File: config.mk
export PLATFORM = sky130hd
export DESIGN_NAME = mmio_bus_ctrl
export DESIGN_NICKNAME = d
export VERILOG_FILES = /design/src/rtl/mmio_map_pkg.sv /design/src/rtl/mmio_bus_ctrl_addr_decoder.sv /design/src/rtl/mmio_bus_ctrl.sv
export SDC_FILE = /design/constraint.sdc
export NUM_CORES = 1
export LEC_CHECK = 0
export CORE_MARGIN = 5
export CORE_UTILIZATION = 42
export CTS_BUF_LIST = sky130_fd_sc_hd__clkbuf_4 sky130_fd_sc_hd__clkbuf_8
export CTS_CLUSTER_DIAMETER = 30
export DETAILED_ROUTE_END_ITERATION = 6
export GPL_TIMING_DRIVEN = 0
export PLACE_DENSITY = 0.88
export SETUP_SLACK_MARGIN = 0.02
export SYNTH_ARGS = -nofsm -noshare
export SYNTH_HDL_FRONTEND = slang
export SYNTH_HIERARCHICAL = 1
export SYNTH_SLANG_ARGS = --single-unit
File: constraint.sdc
create_clock -name clk -period 2.8 [get_ports clk]
set_clock_uncertainty 0.05 [all_clocks]
set_input_delay 0.7 -clock clk [delete_from_list [all_inputs] [get_ports clk]]
set_output_delay 0.7 -clock clk [all_outputs]
set_load 0.1 [all_outputs]
File: src/rtl/mmio_map_pkg.sv
// Memory map for the core data-port bus controller.
// Base/mask/wait tables plus controller state encoding.
package mmio_map_pkg;

  typedef enum logic [2:0] {
    IDLE,
    WAIT,
    ACCESS,
    RESP,
    ERR
  } state_t;

  localparam int N_SLAVES_DEF = 4;

  localparam int SLV_ROM  = 0;
  localparam int SLV_RAM  = 1;
  localparam int SLV_GPIO = 2;
  localparam int SLV_UART = 3;

  localparam logic [31:0] SLV_BASE [N_SLAVES_DEF] = '{
    32'h0040_0000,
    32'h1001_0000,
    32'h1001_0020,
    32'h1001_0030
  };

  localparam logic [31:0] SLV_MASK [N_SLAVES_DEF] = '{
    32'hFFC0_0000,
    32'hFFFF_FFE0,
    32'hFFFF_FFF0,
    32'hFFFF_FFF0
  };

  localparam int SLV_WAIT [N_SLAVES_DEF] = '{1, 0, 0, 2};

endpackage

File: src/rtl/mmio_bus_ctrl_addr_decoder.sv
// Address decoder: base/mask match per region,
// lowest index wins, one-hot winner plus index.
module mmio_addr_decoder
  import mmio_map_pkg::*;
#(
  parameter int ADDR_WIDTH = 32,
  parameter int N_SLAVES   = 4,
  parameter int IDX_W      = 2
) (
  input  logic [ADDR_WIDTH-1:0] addr,
  output logic [N_SLAVES-1:0]   hit,
  output logic [IDX_W-1:0]      idx,
  output logic                  miss
);

  logic [N_SLAVES-1:0] match;

  always_comb begin
    match = '0;
    for (int i = 0; i < N_SLAVES; i++) begin
      match[i] = (addr & ADDR_WIDTH'(SLV_MASK[i]))
                 == ADDR_WIDTH'(SLV_BASE[i]);
    end
  end

  // Scan high to low so the lowest matching index is the last write.
  always_comb begin
    hit = '0;
    idx = '0;
    for (int i = N_SLAVES - 1; i >= 0; i--) begin
      if (match[i]) begin
        hit    = '0;
        hit[i] = 1'b1;
        idx    = IDX_W'(i);
      end
    end
  end

  assign miss = ~|match;

endmodule

File: src/rtl/mmio_bus_ctrl.sv
// Core data-port to memory-mapped slave bus controller.
// One slave at a time, per-slave wait states, error on unmapped.
module mmio_bus_ctrl
  import mmio_map_pkg::*;
#(
  parameter int DATA_WIDTH = 32,
  parameter int ADDR_WIDTH = 32,
  parameter int N_SLAVES   = 4,
  parameter int WAIT_W     = 3
) (
  input  logic                         clk,
  input  logic                         rst,
  input  logic                         req,
  input  logic                         we,
  input  logic [ADDR_WIDTH-1:0]        addr,
  input  logic [DATA_WIDTH-1:0]        wdata,
  output logic                         ready,
  output logic                         err,
  output logic                         busy,
  output logic [DATA_WIDTH-1:0]        rdata,
  output logic [N_SLAVES-1:0]          s_sel,
  output logic                         s_we,
  output logic [ADDR_WIDTH-1:0]        s_addr,
  output logic [DATA_WIDTH-1:0]        s_wdata,
  input  logic [N_SLAVES*DATA_WIDTH-1:0] s_rdata
);

  localparam int IDX_W = (N_SLAVES > 1) ? $clog2(N_SLAVES) : 1;

  state_t              state;
  state_t              nstate;
  logic [N_SLAVES-1:0] dec_hit;
  logic [IDX_W-1:0]    dec_idx;
  logic                miss;
  logic [WAIT_W-1:0]   wait_lu;
  logic [N_SLAVES-1:0] sel_q;
  logic [IDX_W-1:0]    idx_q;
  logic                we_q;
  logic [WAIT_W-1:0]   cnt;
  logic                accept;

  mmio_addr_decoder #(
    .ADDR_WIDTH (ADDR_WIDTH),
    .N_SLAVES   (N_SLAVES),
    .IDX_W      (IDX_W)
  ) u_dec (
    .addr (addr),
    .hit  (dec_hit),
    .idx  (dec_idx),
    .miss (miss)
  );

  assign wait_lu = WAIT_W'(SLV_WAIT[dec_idx]);
  assign accept  = (state == IDLE) && req;

  always_comb begin
    nstate = state;
    unique case (state)
      IDLE: begin
        if (req) begin
          if (miss)
            nstate = ERR;
          else if (wait_lu == '0)
            nstate = ACCESS;
          else
            nstate = WAIT;
        end
      end
      WAIT:    if (cnt == WAIT_W'(1)) nstate = ACCESS;
      ACCESS:  nstate = RESP;
      RESP:    nstate = IDLE;
      ERR:     nstate = IDLE;
      default: nstate = IDLE;
    endcase
  end

  always_ff @(posedge clk or negedge rst) begin
    if (!rst) begin
      state   <= IDLE;
      sel_q   <= '0;
      idx_q   <= '0;
      we_q    <= 1'b0;
      cnt     <= '0;
      s_addr  <= '0;
      s_wdata <= '0;
      rdata   <= '0;
    end else begin
      state <= nstate;
      if (accept) begin
        s_addr  <= addr;
        s_wdata <= wdata;
        we_q    <= we;
        idx_q   <= dec_idx;
        sel_q   <= dec_hit;
        cnt     <= wait_lu;
        // Clear here so rdata already reads 0 during the ERR response.
        if (miss) rdata <= '0;
      end
      if (state == WAIT)
        cnt <= cnt - WAIT_W'(1);
      if (state == ACCESS && !we_q)
        rdata <= s_rdata[idx_q*DATA_WIDTH +: DATA_WIDTH];
    end
  end

  assign busy  = (state != IDLE);
  assign ready = (state == RESP) || (state == ERR);
  assign err   = (state == ERR);
  assign s_sel = (state == WAIT || state == ACCESS) ? sel_q : '0;
  assign s_we  = (state == ACCESS) && we_q;

endmodule

## After elaboration in Yosys (flattened, before gate mapping)

Cells that the tools add are included.

| word-level totals | value |
|---|---|
| bits in registers | 109 |
| latch bits | 0 |
| memory bits (writable) | 0 |
| memory bits (read-only) | 0 |
| input port bits | 196 |
| memories kept | 0 |

| cells by class | value |
|---|---|
| $add $sub $neg | 1 |
| multiply operators | 0 |
| divide/modulo/power cells | 0 |
| order comparisons | 1 |
| equal/unequal tests | 12 |
| shift operators | 1 |
| multiplexer cells | 22 |
| bitwise logic cells | 1 |
| reduce and logical (&&, ||, !) cells | 14 |

Operator list:

| kind | count |
|---|---|
| indexed part select 128 x 8 -> 32 bit | 1 |
| two-way mux 32 bit | 3 |
| binary-select mux 32 bit (select 2 bit) | 1 |
| equality test 28 x 25 -> 1 bit, second input constant | 2 |
| equality test 27 x 24 -> 1 bit, second input constant | 1 |
| two-way mux 3 bit | 7 |
| two-way mux 4 bit | 5 |
| equality test 10 x 1 -> 1 bit, second input constant | 1 |
| two-way mux 2 bit | 5 |
| one-hot mux 3 bit (3 select lines) | 1 |
| equality test 3 x 1 -> 1 bit, second input constant | 2 |
| equality test 3 x 2 -> 1 bit, second input constant | 2 |
| zero test 3 bit | 2 |
| != test 2 bit, second input constant | 3 |
| AND reduction 2 bit | 2 |
| nonzero test 2 bit | 2 |
| OR reduction 4 bit | 1 |
| equality test 3 bit, second input constant | 1 |
| greater-or-equal comparator 3 bit, second input constant | 1 |
| logical AND 1 bit | 3 |
| inverter 2 -> 3 bit | 1 |
| nonzero test 3 bit | 1 |
| subtractor 3 x 1 -> 3 bit, second input constant | 1 |
| logical OR 1 bit | 2 |
| zero test 1 bit | 1 |

## Longest topological paths before layout

Gate-level depths: netlist (run 1).

| depth | value |
|---|---|
| word-level depth | 14 |
| depth in mapped cells | 9 |

## Modules after synthesis

Netlist (run 1), hierarchy kept.

By module, submodules not included:

| module | instances | cells each | area an instance (sq um) | seq. area each (sq um) |
|---|---|---|---|---|
| mmio_bus_ctrl | 1 | 320 | 5042.3 | 2727.6 |
| mmio_addr_decoder | 1 | 20 | 160.2 | 0.0 |

## Worst setup path after synthesis (run 1)

No wires, ideal clock.

| path | value |
|---|---|
| path kind | reg-to-output |
| from | register state[1] |
| to | output ready |
| arrival | 3.880 ns |
| data required time | 2.050 ns |
| slack | -1.830 ns |
| cell stages (with the launch flop) | 4 |
| path buffers | 1 |
| cells stage by stage | dfrtp_1 -> clkbuf_1 -> nor3b_1 -> o21bai_1 |

| between the ends | value |
|---|---|
| cells in the longest elaborated chain, start to end | 2 |

RTL lines:

| element | RTL line | source |
|---|---|---|
| start, declared | mmio_bus_ctrl.sv:30 | `state_t state;` |
| start signal, assigned | mmio_bus_ctrl.sv:88 | `state <= nstate;` |
| equality test 3 bit | -- |  |
| via err | mmio_bus_ctrl.sv:18 | `output logic err,` |
| logical OR 1 bit | mmio_bus_ctrl.sv:107 | `assign ready = (state == RESP) \|\| (state == ERR);` |
| end, declared | mmio_bus_ctrl.sv:17 | `output logic ready,` |

The timed path passes the listed nets, and every way through them passes these cells.

## Final worst setup path (run 1)

| path | value |
|---|---|
| from | input addr[26] |
| to | register rdata[19] |

| between the ends | value |
|---|---|
| cells in the longest elaborated chain, start to end | 4 |

RTL lines:

| element | RTL line | source |
|---|---|---|
| start, declared | mmio_bus_ctrl.sv:15 | `input logic [ADDR_WIDTH-1:0] addr,` |
| equality test 28 x 25 -> 1 bit (tied with other cells) | mmio_bus_ctrl_addr_decoder.sv:22 | `== ADDR_WIDTH'(SLV_BASE[i]);` |
| OR reduction 4 bit (*) | mmio_bus_ctrl_addr_decoder.sv:39 | `assign miss = ~\|match;` |
| != test 2 bit (no source line) (*) | -- |  |
| AND reduction 2 bit (no source line) (*) | -- |  |
| end signal, assigned | mmio_bus_ctrl.sv:102 | `rdata <= s_rdata[idx_q*DATA_WIDTH +: DATA_WIDTH];` |
| end, declared | mmio_bus_ctrl.sv:20 | `output logic [DATA_WIDTH-1:0] rdata,` |

Every way passes the cells marked *; elsewhere a longest branch is shown, timed or not.
A chain may end at the register's enable or synchronous reset.

==> results of run 1 <==
## power by group
group	switching [mW]	leakage [nW]	internal [mW]
clock network	0.524	0.0939	0.380
registers	0.283	1.36	2.08
logic	4.59	2.14	1.79
## path summary, 6_finish.rpt
check / from / endpoint / slack (ps) / depth (start not counted)
worst min register to register: s_addr[14] / s_addr[14] / 450 / 1
min in group clk: s_addr[14] / s_addr[14] / 450 / 1
worst max-delay path: addr[26] / rdata[19] / 40 / 9
worst max register to register: idx_q[1] / rdata[29] / 890 / 4
max in group asynchronous: rst / s_addr[14] / 1740 / 2
worst min-delay path: rst / rdata[6] / 240 / 1
## flip-flops by register name, indices dropped and copies added (netlist names)
| name | count |
|---|---|
| rdata | 32 |
| s_addr | 32 |
| idx_q | 2 |
| we_q | 1 |
| cnt | 3 |
| sel_q | 4 |
| state | 3 |
| s_wdata | 32 |
## final cells by class
cell class | count | share of cell area, %
well taps | 168 | 2.378
flip-flops and latches | 109 | 30.86
clock buffers | 13 | 1.812
repair buffers | 315 | 35.50
clock inverters | 3 | 0.2406
multi-input cells | 198 | 26.84
inverters | 8 | 0.3397
plain buffers | 24 | 2.038
## placed cells by master (no fill, tap or decap), types with 3 or more instances in the layout
master	n
a21oi_1	3
a22o_1	33
and2_1	5
buf_2	7
buf_4	13
buf_6	11
clkbuf_1	6
clkbuf_4	4
clkbuf_8	12
clkdlybuf4s15_1	4
clkdlybuf4s50_1	278
dfrtp_1	109
dlygate4sd2_1	9
ha_1	3
inv_1	8
mux2_1	6
mux2_2	65
mux4_2	32
nor2_1	5
nor2b_1	3
nor4_1	3
o21ai_0	4
## metal layers
metal / vias to the layer above / share of wire, % / global-route usage, %
met1: 2191 / 37 / 25.65
met2: 175 / 54 / 41.14
met4: 0 / 2.5 / 8.333
li1: 1951 / - / -
met3: 32 / 6.9 / 5.501
met5: - / 0 / 0
## what timing repair did
| action | in CTS | in global routing |
|---|---|---|
| hold buffers | 0 | 0 |
| pin swaps | 11 | 8 |
| buffers inserted | 7 | 5 |
| cloned | 2 | 1 |
| hold endpoints to repair | 0 | 0 |
| setup endpoints to repair | 44 | 39 |
| resized for setup | 67 | 14 |
## kinds of logic after synthesis
| family | count (synthesis) |
|---|---|
| compound gates | 49 |
| xor+xnor | 1 |
| fa+ha+maj | 4 |
| buf+inv | 33 |
| flops | 109 |
| mux | 103 |
| simple gates | 41 |
## metrics by stage
step           setup WS (ps)  hold WS, ps  utilization (%)  instances
3_3_place_gp           -2996        421.5            70.00        807
6_report               38.52        239.6            73.29        838
4_1_cts                25.28        250.4            72.79        832
2_1_floorplan          25.72        354.4                -        340
5_1_grt                16.95        271.0            73.29        838
3_5_place_dp          -656.9        432.0            70.21        808
==> flow_metrics.py, run 1 <==
metrics = {
    "status": {
        "outcome": "finished clean",
    },
    "floorplanning": {
        "die_area_um2": 14710,
        "initial_core_util_pct": 43.13,
        "die_w_um": 121.3,
        "rows": 40,
        "num_io_pins": 300,
        "die_y_um": 121.3,
        "core-area_um2": 12060,
    },
    "run": {
        "maxCapViolations": 0,
    },
    "synthesis": {
        "yosysWarnings": 6,
        "synth_compound_area_share_pct": 7.576,
        "async_reset_ff_share_pct": 100.0,
        "ys_seq_area_share_pct": 52.43,
        "synth_top_family_by_area": "multiplexers",
        "synth_area_leaders": "dfrtp_1, mux2_2, mux4_2",
        "netlist_area_um2": 5202,
        "yosysMostFrequentCell": "dfrtp_1",
        "synth_simple_gate_area_share_pct": 5.964,
        "synthXorXnorAreaFrac_pct": 0.1684,
        "synth_seq_cells": 109,
        "muxShareOfSynthArea_pct": 29.22,
        "yosys.area.top_type": "dfrtp_1",
        "synthDistinctLibCells": 42,
        "synth-main-ff-cell": "dfrtp_1",
        "synth_fa_ha_area_share_pct": 0.9620,
        "synthTopCellsByCount": "dfrtp_1, mux2_2, a22o_1",
        "syn_nets": 540,
        "synth_edf_count": 0,
        "syn_inst": 340,
        "synth_top_cell_area_share_pct": 52.43,
        "avgSynthCellArea_um2": 15.30,
    },
    "routing": {
        "vias": 4349,
        "wl_per_cell_um": 20.19,
        "dr.pass1.iters": 4,
        "wl_um": 16920,
        "drt-initial-drc-count": 202,
        "route.detailed.drc": 0,
        "via_per_inst": 5.190,
        "ant_nets": 0,
    },
    "placement": {
        "numPortBuffers": 299,
        "gp_congestion": 0.8743,
        "hpwl_um": 13590,
        "placed_area_um2": 8468,
    },
    "pwr": {
        "ir_drop_mv": 0.7523,
        "power.total_mw": 9.641,
        "p_leak_nw": 3.596,
        "power.density_nw_per_um2": 1091,
    },
    "grt": {
        "grt_antenna_before_repair": 0,
        "grt_max_degree": 70,
        "grt_usage_pct": 22.64,
        "grt-ovfl-total": 0,
        "first_global_vias": 4877,
        "grt_pass1_wl_um": 25840,
    },
    "sta": {
        "drv_slew": 0,
        "tightestPinTransition_ps": 1044,
        "period_minus_slack_ps": 2761,
        "hold_viol": 0,
        "slew_headroom_pct": 30.20,
        "setup_viol": 0,
        "tns_ps": 0,
        "timing.fmax_mhz": 362.1,
        "period_share_pct": 98.62,
        "rsz0062_at_grt": "false",
    },
    "worst_setup_path": {
        "crit_path_max_incr_delay_ps": 500,
        "worstPathMaxFanout": 7,
        "worstPathArrival_ps": 3020,
        "cp-start-kind": "input pin",
        "end_kind": "register",
        "cp.required_ps": 3060,
        "path_cells": "dlygate4sd2_1 -> or4_4 -> or3_4 -> o21ba_4 -> and3b_2 -> o21ai_4 -> buf_6 -> buf_8 -> a22o_1",
        "path_delay_family": "simple AND/OR/NAND/NOR gates",
        "cp_num_buf_inv": 3,
        "worst_path_max_delay_cell": "or4_4",
        "path_class": "in -> reg",
    },
    "layout": {
        "n_fill_cell": 821,
        "layout.nets": 865,
        "areaGrowthSynthToFinish_pct": 69.91,
        "stdcell_area_um2": 8840,
        "drive_above_1_share_pct": 26.12,
        "layout.area.seq_um2": 2728,
        "diodes": 0,
        "multiInputGateArea_um2": 2372,
    },
    "clocking": {
        "cts_buffer_depth": 2,
        "clkSlewWorstSetupHoldPaths_ps": 100,
        "tritoncts": "built",
        "clk_latency_ps": 370,
        "cts_root_buffer": "clkbuf_8",
        "htreeDepth": 3,
        "cts_buffers": 9,
        "cts.sink_count": 109,
    },
    "min_path": {
        "hold_path_class": "in -> async",
    },
}
Note: power is estimated with default switching activity, not from simulation.
==> run 2: changes to the inputs <==
--- a/config.mk
+++ b/config.mk
@@ -12,7 +12,7 @@
 export DETAILED_ROUTE_END_ITERATION = 6
 export GPL_TIMING_DRIVEN = 0
 export PLACE_DENSITY = 0.88
-export SETUP_SLACK_MARGIN = 0.02
+export SETUP_SLACK_MARGIN = 0.3
 export SYNTH_ARGS = -nofsm -noshare
 export SYNTH_HDL_FRONTEND = slang
 export SYNTH_HIERARCHICAL = 1
==> run 2 against run 1 <==
- utilization increased by 1.6 points
- routed wire length increased by 4.8%
- sequential power about the same
- first-iteration DRC count increased by 9.9%
- critical path type unchanged
- critical endpoint is now state[1]
- largest cell class unchanged
- largest power group unchanged
==> flow_metrics.py, run 2 (synthesis gave the netlist of run 1 again) <==
metrics = {
    "status": {
        "outcome": "finished clean",
    },
    "layout": {
        "stdcell_area_um2": 9032,
        "layout.area.seq_um2": 2728,
        "instances_no_fill": 852,
        "multiInputGateArea_um2": 2442,
        "layout.nets": 879,
        "n_fill_cell": 821,
        "drive_above_1_share_pct": 31.29,
        "areaGrowthSynthToFinish_pct": 73.62,
        "diodes": 0,
        "final_common_cell": "clkdlybuf4s50_1",
        "top_regs": "rdata (32), s_addr (32), s_wdata (32)",
        "layout_common_cells": "clkdlybuf4s50_1, dfrtp_1, dlygate4sd2_1",
    },
    "worst_setup_path": {
        "r2r_start": "state[1]",
        "cp.required_ps": 3010,
        "reg2reg_setup_slack_ps": 890,
        "cpMostUsedCell": "buf_6",
        "end_kind": "register",
        "cp-start-kind": "input pin",
        "r2r_cells": 5,
        "worst_path_max_delay_cell": "or4_4",
        "path_cells": "buf_6 -> or4_4 -> or3_4 -> buf_6 -> buf_6 -> nor3_4 -> inv_2 -> ha_4 -> and3b_1 -> o21bai_1 -> a21oi_1",
        "regToRegEndpoint": "sel_q[1]",
        "crit_path_max_incr_delay_ps": 530,
        "worstPathArrival_ps": 2870,
        "worstPathMaxFanout": 3,
        "path_class": "in -> reg",
    },
    "grt": {
        "grt_antenna_before_repair": 0,
        "grt_usage_pct": 23.87,
        "grt_use_met2_pct": 42.28,
        "first_global_vias": 4923,
        "grt_max_degree": 75,
        "grt_pass1_wl_um": 26990,
        "grt-ovfl-total": 0,
        "met3_usage_pct": 6.340,
        "met1_usage_pct": 27.54,
        "grt_busiest_layer": "met2",
    },
    "placement": {
        "hpwl_um": 13840,
        "place_ws_ps": -668.8,
        "gp_congestion": 0.8775,
        "placed_area_um2": 8489,
        "place_inst": 808,
        "numPortBuffers": 299,
    },
    "clocking": {
        "tritoncts": "built",
        "cts_root_buffer": "clkbuf_8",
        "cts_buffers": 9,
        "clk_latency_ps": 370,
        "cts_buffer_depth": 2,
        "clkSlewWorstSetupHoldPaths_ps": 100,
        "cts.sink_count": 109,
        "htreeDepth": 3,
    },
    "sta": {
        "slew_headroom_pct": 31.74,
        "fin_ws_ps": 135.5,
        "setup_viol": 0,
        "tns_ps": 0,
        "timing.fmax_mhz": 375.3,
        "drv_slew": 0,
        "whs_ps": 222.6,
        "hold_viol": 0,
        "tightestPinTransition_ps": 1028,
        "period_minus_slack_ps": 2664,
        "rsz0062_at_grt": "true",
        "period_share_pct": 95.16,
    },
    "routing": {
        "route.detailed.drc": 0,
        "wl_per_cell_um": 20.81,
        "ant_nets": 0,
        "via_per_inst": 5.235,
        "vias": 4460,
        "dr.pass1.iters": 4,
        "wl_um": 17730,
        "drt-initial-drc-count": 222,
    },
    "floorplanning": {
        "die_w_um": 121.3,
        "core-area_um2": 12060,
        "initial_core_util_pct": 43.13,
        "die_area_um2": 14710,
        "rows": 40,
        "num_io_pins": 300,
        "die_y_um": 121.3,
    },
    "pwr": {
        "power.density_nw_per_um2": 1055,
        "p_int_mw": 4.109,
        "ir_drop_mv": 0.7145,
        "netSwitchingPower_mw": 5.421,
        "clkPwrFrac_pct": 10.6,
        "switching_share_pct": 56.89,
        "comb_power_share_pct": 64.7,
        "p_leak_nw": 4.038,
        "power.share.sequential_pct": 24.7,
    },
    "min_path": {
        "hold_path_class": "in -> async",
    },
    "run": {
        "maxCapViolations": 0,
    },
}
-- run 2: changes by cell type in the layout (fill, tap and decap cells not counted), sizes merged --
cell	delta
bufinv	+1
dlymetal6s2s	+8
clkdlybuf4s15	-5
clkbuf	-3
buf	+30
dlygate4sd2	+88
clkdlybuf4s50	-104
clkinv	-1
-- run 2: worst max path at each step --
stage	startpoint	to	slack, ps	cells after the start
2_1_floorplan	addr[21]	rdata[10]	80	8
3_3_place_gp	rst	s_addr[27]	-3000	1
3_5_place_dp	addr[28]	rdata[6]	-670	9
4_1_cts	addr[25]	cnt[1]	130	11
5_1_grt	addr[25]	state[1]	80	11
6_report	addr[25]	state[1]	140	11
-- run 2: repair_timing --
action                                  4_1_cts  5_1_grt
endpoints found under the setup margin      140       43
gates cloned                                  3        0
endpoints found under the hold margin         0        0
resized for setup                           231       26
buffers inserted                             18        7
pin swaps                                    46       13
hold buffers                                  0        0
-- run 2: critical path: cells and delay by family --
family | cells | cell delay (ps)
AO/OA/AOI/OAI | 2 | 230
adder cells (fa/ha/maj) | 1 | 240
AND/OR/NAND/NOR | 4 | 1290
buffers and inverters | 4 | 410
-- run 2: final cells by class --
type / count / area share, %
clock buffer: 13 / 1.912
buffer: 25 / 2.313
inverter: 8 / 0.3325
clock inverter: 3 / 0.4710
multi-input combinational: 198 / 27.04
timing repair buffer: 328 / 35.41
tap: 168 / 2.327
sequential: 109 / 30.20
-- run 2: stage by stage --
stage	util (%)	total power [mW]
2_1_floorplan	-	7.023
3_3_place_gp	70.18	8.590
3_5_place_dp	70.38	8.708
4_1_cts	73.77	9.525
5_1_grt	74.89	9.858
6_report	74.89	9.530
-- run 2: power by group through the flow --
stage / clock network (mW) / registers (mW) / logic [mW]
global route: 1.12 / 2.42 / 6.33
finish: 1.01 / 2.35 / 6.17
floorplan: 0 / 5.85 / 1.18
detailed placement: 0 / 2.40 / 6.31
CTS: 1.05 / 2.35 / 6.13
global placement: 0 / 2.36 / 6.23
-- run 2: metal layers --
metal | vias up | routed length [um]
met5 | - | 0
met4 | 0 | 400
met3 | 27 | 1341
met2 | 199 | 9609
met1 | 2252 | 6381
li1 | 1982 | -
